<file path="src/rtl/seg7_to_bcd_reader.sv">
// Debounced active-low 7-segment pattern reader: recovers the BCD digit shown,
// flags blank/illegal patterns, strobes on a changed acceptance and counts illegal ones.
module seg7_to_bcd_reader #(
  parameter int STABLE_CYCLES = 4,
  parameter int CNT_W         = 3,
  parameter int ERR_W         = 8
) (
  input  logic             clock,
  input  logic             reset,
  input  logic [6:0]       seg_in,
  output logic [3:0]       bcd_out,
  output logic             valid,
  output logic             blank,
  output logic             err,
  output logic             strobe,
  output logic [ERR_W-1:0] err_count
);

  localparam logic [CNT_W-1:0] CNT_LAST = CNT_W'(STABLE_CYCLES - 1);
  localparam logic [6:0]       SEG_OFF  = 7'h7F;

  typedef enum logic [1:0] {
    S_BLANK  = 2'd0,
    S_SETTLE = 2'd1,
    S_LOCKED = 2'd2
  } state_t;

  state_t           r_state;
  logic [6:0]       r_seg_q1;
  logic [6:0]       r_seg_q2;
  logic [6:0]       r_seg_prev;
  logic [6:0]       r_acc_pat;
  logic [CNT_W-1:0] r_cnt;
  logic [3:0]       r_bcd;
  logic             r_valid;
  logic             r_blank;
  logic             r_err;
  logic             r_strobe;
  logic [ERR_W-1:0] r_err_count;

  logic             w_changed;
  logic             w_is_digit;
  logic             w_is_blank;
  logic [3:0]       w_digit;

  assign w_changed  = (r_seg_q2 != r_seg_prev);
  assign w_is_blank = (r_seg_q2 == SEG_OFF);

  // Inverse of the BCD-to-7-segment driver table, segments {g,f,e,d,c,b,a} active-low
  always_comb begin
    w_is_digit = 1'b1;
    w_digit    = 4'hF;
    case (r_seg_q2)
      7'b100_0000: w_digit = 4'd0;
      7'b111_1001: w_digit = 4'd1;
      7'b010_0100: w_digit = 4'd2;
      7'b011_0000: w_digit = 4'd3;
      7'b001_1001: w_digit = 4'd4;
      7'b001_0010: w_digit = 4'd5;
      7'b000_0010: w_digit = 4'd6;
      7'b111_1000: w_digit = 4'd7;
      7'b000_0000: w_digit = 4'd8;
      7'b001_0000: w_digit = 4'd9;
      default:     w_is_digit = 1'b0;
    endcase
  end

  always_ff @(posedge clock or posedge reset) begin
    if (reset) begin
      r_seg_q1    <= SEG_OFF;
      r_seg_q2    <= SEG_OFF;
      r_seg_prev  <= SEG_OFF;
      r_state     <= S_BLANK;
      r_cnt       <= '0;
      r_acc_pat   <= SEG_OFF;
      r_bcd       <= 4'hF;
      r_valid     <= 1'b0;
      r_blank     <= 1'b1;
      r_err       <= 1'b0;
      r_strobe    <= 1'b0;
      r_err_count <= '0;
    end else begin
      // Two flops resynchronise seg_in; the third holds the previous sample for change detect
      r_seg_q1   <= seg_in;
      r_seg_q2   <= r_seg_q1;
      r_seg_prev <= r_seg_q2;
      r_strobe   <= 1'b0;

      if (w_changed) begin
        r_cnt   <= '0;
        r_state <= S_SETTLE;
      end else if (r_state == S_SETTLE) begin
        if (r_cnt != CNT_LAST) begin
          r_cnt <= r_cnt + 1'b1;
        end else begin
          r_cnt     <= '0;
          r_acc_pat <= r_seg_q2;
          r_strobe  <= (r_seg_q2 != r_acc_pat);
          if (w_is_digit) begin
            r_bcd   <= w_digit;
            r_valid <= 1'b1;
            r_blank <= 1'b0;
            r_err   <= 1'b0;
            r_state <= S_LOCKED;
          end else if (w_is_blank) begin
            r_bcd   <= 4'hF;
            r_valid <= 1'b0;
            r_blank <= 1'b1;
            r_err   <= 1'b0;
            r_state <= S_BLANK;
          end else begin
            r_bcd   <= 4'hF;
            r_valid <= 1'b0;
            r_blank <= 1'b0;
            r_err   <= 1'b1;
            r_state <= S_LOCKED;
            if (r_err_count != {ERR_W{1'b1}}) r_err_count <= r_err_count + 1'b1;
          end
        end
      end else begin
        r_cnt <= '0;
      end
    end
  end

  assign bcd_out   = r_bcd;
  assign valid     = r_valid;
  assign blank     = r_blank;
  assign err       = r_err;
  assign strobe    = r_strobe;
  assign err_count = r_err_count;

endmodule
</file>
<file path="config.mk">
export PLATFORM = sky130hd
export DESIGN_NAME = seg7_to_bcd_reader
export DESIGN_NICKNAME = d
export VERILOG_FILES = /design/src/rtl/seg7_to_bcd_reader.sv
export SDC_FILE = /design/constraint.sdc
export NUM_CORES = 1
export LEC_CHECK = 0
export ABC_AREA = 1
export BUFFER_PORTS_ARGS = -buffer_cell sky130_fd_sc_hd__buf_2
export CORE_MARGIN = 1
export CORE_UTILIZATION = 45
export CTS_CLUSTER_DIAMETER = 200
export DETAILED_ROUTE_END_ITERATION = 8
export GPL_TIMING_DRIVEN = 0
export PLACE_DENSITY_LB_ADDON = 0.2
export REMOVE_ABC_BUFFERS = 1
export SLEW_MARGIN = 20
export SYNTH_ARGS = -nofsm -noshare
export SYNTH_HDL_FRONTEND = slang
export SYNTH_SLANG_ARGS = --single-unit
</file>
<file path="constraint.sdc">
create_clock -name clock -period 2.2 [get_ports clock]
set_clock_uncertainty 0.2 [all_clocks]
set_input_delay 0.33 -clock clock [delete_from_list [all_inputs] [get_ports clock]]
set_output_delay 0.33 -clock clock [all_outputs]
set_load 0.005 [all_outputs]
</file>
==> results of run 1 <==
## through the flow
| step | hold WS, ps | setup TNS [ps] | total power [W] | area (sq um) | std cells |
|---|---|---|---|---|---|
| 2_1_floorplan | 134 | 0 | 0.00103 | 2220 | 234 |
| 3_3_place_gp | 146 | -545 | 0.00105 | 2430 | 325 |
| 3_5_place_dp | 147 | 0 | 0.00106 | 2450 | 326 |
| 4_1_cts | 162 | 0 | 0.00164 | 2620 | 342 |
| 5_1_grt | 167 | -0.516 | 0.00170 | 2710 | 350 |
| 6_report | 158 | 0 | 0.00162 | 2710 | 350 |
## worst max-delay path, stage by stage, from the launching register on
cell     delay, ps
dfstp_2        610
inv_2           70
nand2_1         80
nor2_1          60
nand2_1        100
nand2_2         80
nor2_4         140
nand3_4        100
nor2_4         210
buf_12         140
nand3_1         60
nand2_1         90
inv_1           40
## state kept, by name, indices dropped and copies added (netlist names)
register,flops
r_seg_prev,7
strobe,1
blank,1
err_count,8
r_cnt,3
valid,1
r_seg_q1,7
r_seg_q2,7
err,1
r_acc_pat,7
bcd_out,4
r_state,2
## Yosys cell counts, types with 2 or more instances
cell type	n
buf_6	2
a21oi_1	2
nand3_4	2
buf_4	2
xor2_1	5
nand2_1	72
inv_2	7
nor4_1	2
nor3_1	4
o21ai_0	8
nor2_1	20
o21ai_1	4
nand2_2	3
ha_1	2
nand3_1	12
inv_1	17
nand3b_1	2
dfrtp_1	16
dfstp_2	33
nor2_4	5
xnor2_1	8
## report_power, final
group	internal (W)	leakage [nW]	total (W)	switching (W)
sequential	0.000938	0.563	0.000957	0.0000191
clock	0.000236	0.0495	0.000560	0.000324
combinational	0.0000443	0.719	0.000102	0.0000581
## timing repair
item / 4_1_cts / 5_1_grt
hold endpoints to repair: 11 / 0
setup buffers: 0 / 8
endpoints found under the setup margin: 0 / 8
hold buffers: 8 / 0
resized for setup: 0 / 2
## area by class of cell
cell class | count | area [sq um] | share of cell area [%]
tap | 67 | 83.8 | 3.09
timing repair buffer | 41 | 305 | 11.3
clock buffer | 5 | 68.8 | 2.54
sequential | 49 | 1270 | 46.7
clock inverter | 3 | 26.3 | 0.969
inverter | 24 | 90.1 | 3.32
multi-input combinational | 161 | 870 | 32.1
## final timing paths
kind                                   from      endpoint  slack [ps]  cells past startpoint
worst max register to register  r_seg_q2[6]  err_count[6]         130                     12
max in group asynchronous             reset    bcd_out[2]         870                      4
worst max-delay path            r_seg_q2[6]  err_count[6]         130                     12
worst min register to register  r_seg_q1[3]   r_seg_q2[3]         160                      0
min in group asynchronous             reset        strobe         360                      3
worst min-delay path            r_seg_q1[3]   r_seg_q2[3]         160                      0
## logic make-up (layout without fill, tap and decap cells)
family          after synthesis  count (layout)  share of synthesized area [%]
buf+inv                      29              73                           5.85
simple gates                127             127                           27.2
xor+xnor                     13              13                           5.02
fa+ha+maj                     2               2                           1.10
compound gates               19              19                           4.91
flops                        49              49                           55.9
## routing by layer
| metal | wire (um) | part of all wire, % | global-route usage (%) |
|---|---|---|---|
| met5 | 0 | 0 | 0 |
| met4 | 56 | 1.4 | 6.32 |
| met3 | 93 | 2.3 | 3.73 |
| met2 | 1870 | 47 | 25.2 |
| met1 | 1940 | 49 | 23.0 |
==> flow_summary.json, run 1 <==
{
  "outcome": "complete, no violations",
  "die_area_sq_um": 5330,
  "core_area_sq_um": 4790,
  "cts_tree": "yes",
  "cts_buffer_depth": 2,
  "io_pins": 25,
  "drt-total-wl_um": 3960,
  "synth-edff-count": 0,
  "final_layout_size_suffix_gt1_share_pct": 34.6,
  "worst_pin_slew_ps": 419,
  "grt_pass1_wl_um": 6670,
  "remaining_drc_errors": 0,
  "powerDensity_nw_per_um2": 597,
  "worstHoldPathType": "reg2reg",
  "detail-route-antenna-nets": 0,
  "startpoint_type": "flop",
  "start_util_pct": 47.4,
  "synth_flop_cell": "dfstp_2",
  "syn_area_sq_um": 2270,
  "cap_viol_max_count": 0,
  "antenna_cells": 0,
  "area_delta_synth_final_pct": 19.6,
  "yosysSeqAreaShare_pct": 55.9,
  "synthArstFlopShare_pct": 100,
  "fill_cells": 442,
  "place_congestion": 0.896,
  "hold_viol": 0,
  "dp_hpwl_um": 2770,
  "power.leakage_nw": 1.33,
  "drv_slew": 0,
  "drt_first_pass_iters": 4,
  "ys_ff_latch": 49,
  "synthTopCellsByArea": "dfstp_2 (38%), dfrtp_1 (18%), nand2_1 (12%)",
  "port_buffers": 24,
  "drtIter0Drc": 55,
  "layout.nets": 293,
  "critPathArrivalTime_ps": 2080,
  "end_kind": "flop",
  "ys_warn_count": 0,
  "rows": 25,
  "ctsHtreeMaxLevel": 2,
  "maxSlewHeadroom_pct": 72.0,
  "worst_ep_required_time_ps": 2210,
  "grt_overflow": 0,
  "root_buffer": "clkbuf_8",
  "mostFrequentLayoutCells": "nand2_1 (71), dfstp_2 (33), buf_2 (24), nor2_1 (20), dfrtp_1 (16)",
  "die_w_um": 73.0,
  "cts_made_buffers": 5,
  "die_y_um": 73.0,
  "ys_types": 32,
  "viasPerCell": 4.66,
  "grt_max_degree": 31,
  "synth_largest_area_cell": "dfstp_2",
  "fin_ws_ps": 131,
  "fin_util_pct": 56.7,
  "final_common_cell": "nand2_1",
  "path_clk_slew_ps": 100,
  "netlist_instances": 239,
  "period_needed_ps": 2070,
  "clk_latency_ps": 310,
  "antenna_found_initial": 0,
  "via_count": 1630,
  "finalCritPeriodShare_pct": 94.0,
  "synth_top_area_share_pct": 38.2,
  "grt.total_usage_pct": 16.6,
  "setup_viol": 0,
  "grt_pass1_vias": 1438,
  "wl_per_cell_um": 11.3,
  "clock-sinks": 49,
  "worstSetupPathType": "reg2reg",
  "peakVddDrop_uv": 565,
  "dpl_worst_slack_ps": 108,
  "max_freq_ghz": 0.483,
  "worstPathMaxFanout": 7,
  "syn_avg_cell_area_sq_um": 9.49
}
No activity file was read; power rests on OpenSTA's default activity.
==> run 2, diff against run 1 <==
- RECOVER_POWER: unset -> 100
==> run 2 against run 1 <==
  * Via count rose by 0.31%
  * Design area fell by 0.88%
  * Sequential share of layout area rose by 0.41 points
  * Combinational power barely moved
  * Flip-flop and latch count did not move
  * Count of clock-buffer cells in the layout did not move
  * Worst setup slack improved by 0.95 ps
==> flow_summary.json, run 2 (synthesized netlist as in run 1, its figures left out) <==
{
  "place_congestion": 0.896,
  "layout.nets": 293,
  "hold_viol": 0,
  "finalCritPeriodShare_pct": 94.0,
  "peakVddDrop_uv": 565,
  "grt_max_degree": 31,
  "cap_viol_max_count": 0,
  "grt_pass1_vias": 1438,
  "final_layout_size_suffix_gt1_share_pct": 31.1,
  "ctsHtreeMaxLevel": 2,
  "drv_slew": 0,
  "cp_cell_sequence": "inv_2, nand2_1, nor2_1, nand2_1, nand2_2, nor2_4, nand3_4, nor2_4, buf_12, nand3_1, nand2_1, inv_1",
  "cts_buffer_depth": 2,
  "worstPathMaxFanout": 7,
  "worst_pin_slew_ps": 754,
  "multi_input_area_sq_um": 870,
  "die_w_um": 73.0,
  "grt_overflow": 0,
  "p_total_w": 0.00162,
  "maxSlewHeadroom_pct": 49.7,
  "wl_per_cell_um": 11.3,
  "area_delta_synth_final_pct": 18.5,
  "tns_ps": 0,
  "reg2reg_slack_ps": 130,
  "drt_first_pass_iters": 4,
  "largest_reg_flops": 8,
  "antenna_cells": 0,
  "die_area_sq_um": 5330,
  "powerDensity_nw_per_um2": 602,
  "stdcell_count": 350,
  "critPathArrivalTime_ps": 2070,
  "setup_viol": 0,
  "drtIter0Drc": 59,
  "cp_common_cell": "nand2_1",
  "worst_ep_required_time_ps": 2210,
  "startpoint_type": "flop",
  "port_buffers": 24,
  "path_clk_slew_ps": 100,
  "remaining_drc_errors": 0,
  "drt-total-wl_um": 3940,
  "grt_pass1_wl_um": 6670,
  "power.leakage_nw": 1.30,
  "cts_tree": "yes",
  "period_needed_ps": 2070,
  "clock-sinks": 49,
  "worstHoldPathType": "reg2reg",
  "cts_made_buffers": 5,
  "detail-route-antenna-nets": 0,
  "end_kind": "flop",
  "clk_latency_ps": 310,
  "worstSetupPathType": "reg2reg",
  "antenna_found_initial": 0,
  "register_area_sq_um": 1270,
  "dp_hpwl_um": 2770,
  "max_freq_ghz": 0.484,
  "fin_ws_ps": 132,
  "rows": 25,
  "grtUsageMet3_pct": 3.73,
  "root_buffer": "clkbuf_8",
  "busiest_layer": "met2",
  "crit_slowest_cell": "dfstp_2",
  "cpPeakStageDelay_ps": 610,
  "final_common_cell": "nand2_1",
  "viasPerCell": 4.67,
  "start_util_pct": 47.4,
  "die_y_um": 73.0,
  "grt.total_usage_pct": 16.6,
  "core_area_sq_um": 4790,
  "via_count": 1635,
  "grt_util_met2_pct": 25.2,
  "dpl_worst_slack_ps": 108,
  "fill_cells": 445,
  "fin_util_pct": 56.2,
  "use_met1_pct": 23.0,
  "outcome": "complete, no violations",
  "mostFrequentLayoutCells": "nand2_1 (71), dfstp_2 (31), nor2_1 (20), buf_2 (18)",
  "io_pins": 25,
  "dpl.cell_count": 326
}
## run 2: critical path: cells and delay by family (launching register included)
| kind | cells | cell delay [ps] |
|---|---|---|
| DFF | 1 | 610 |
| buffers and inverters | 3 | 250 |
| and+or+nand+nor | 9 | 920 |
## run 2: path summary, 6_finish.rpt
check | from | end | cells past startpoint
worst max-delay path | r_seg_q2[6] | err_count[6] | 12
worst min-delay path | r_seg_q1[3] | r_seg_q2[3] | 0
worst max register to register | r_seg_q2[6] | err_count[6] | 12
worst min register to register | r_seg_q1[3] | r_seg_q2[3] | 0
max in group asynchronous | reset | blank | 4
min in group asynchronous | reset | strobe | 3
## run 2: repair_timing
action | 4_1_cts | 5_1_grt
setup buffers | 0 | 8
resized for setup | 0 | 2
setup endpoints to repair | 0 | 8
endpoints found under the hold margin | 11 | 0
hold buffers | 8 | 0
## run 2: layout make-up
cell class                      instances  share of cell area (%)
Sequential cell                        49                    47.2
Clock buffer                            5                    2.56
Timing Repair Buffer                   41                    10.5
Inverter                               24                    3.35
Tap cell                               67                    3.12
Multi-Input combinational cell        161                    32.4
Clock inverter                          3                   0.978
## run 2: power by group
part | switching, W | internal, W | total (W)
clock network | 0.000324 | 0.000236 | 0.000560
logic | 0.0000579 | 0.0000442 | 0.000102
registers | 0.0000191 | 0.000937 | 0.000956
total | 0.000401 | 0.00122 | 0.00162
## run 2: routing by layer
layer  part of all wire, %  up-vias  wire length [um]
met3                   2.6        5               103
met1                    49      764              1920
met2                    47       25              1870
li1                      -      841                 -
met4                   1.4        0                56
met5                     0        -                 0
## run 2: through the flow
stage                     area [sq um]  hold WS, ps
after CTS                         2620          162
after detailed placement          2450          147
after global placement            2430          146
after floorplan                   2220          134
after global routing              2690          167
final                             2690          158
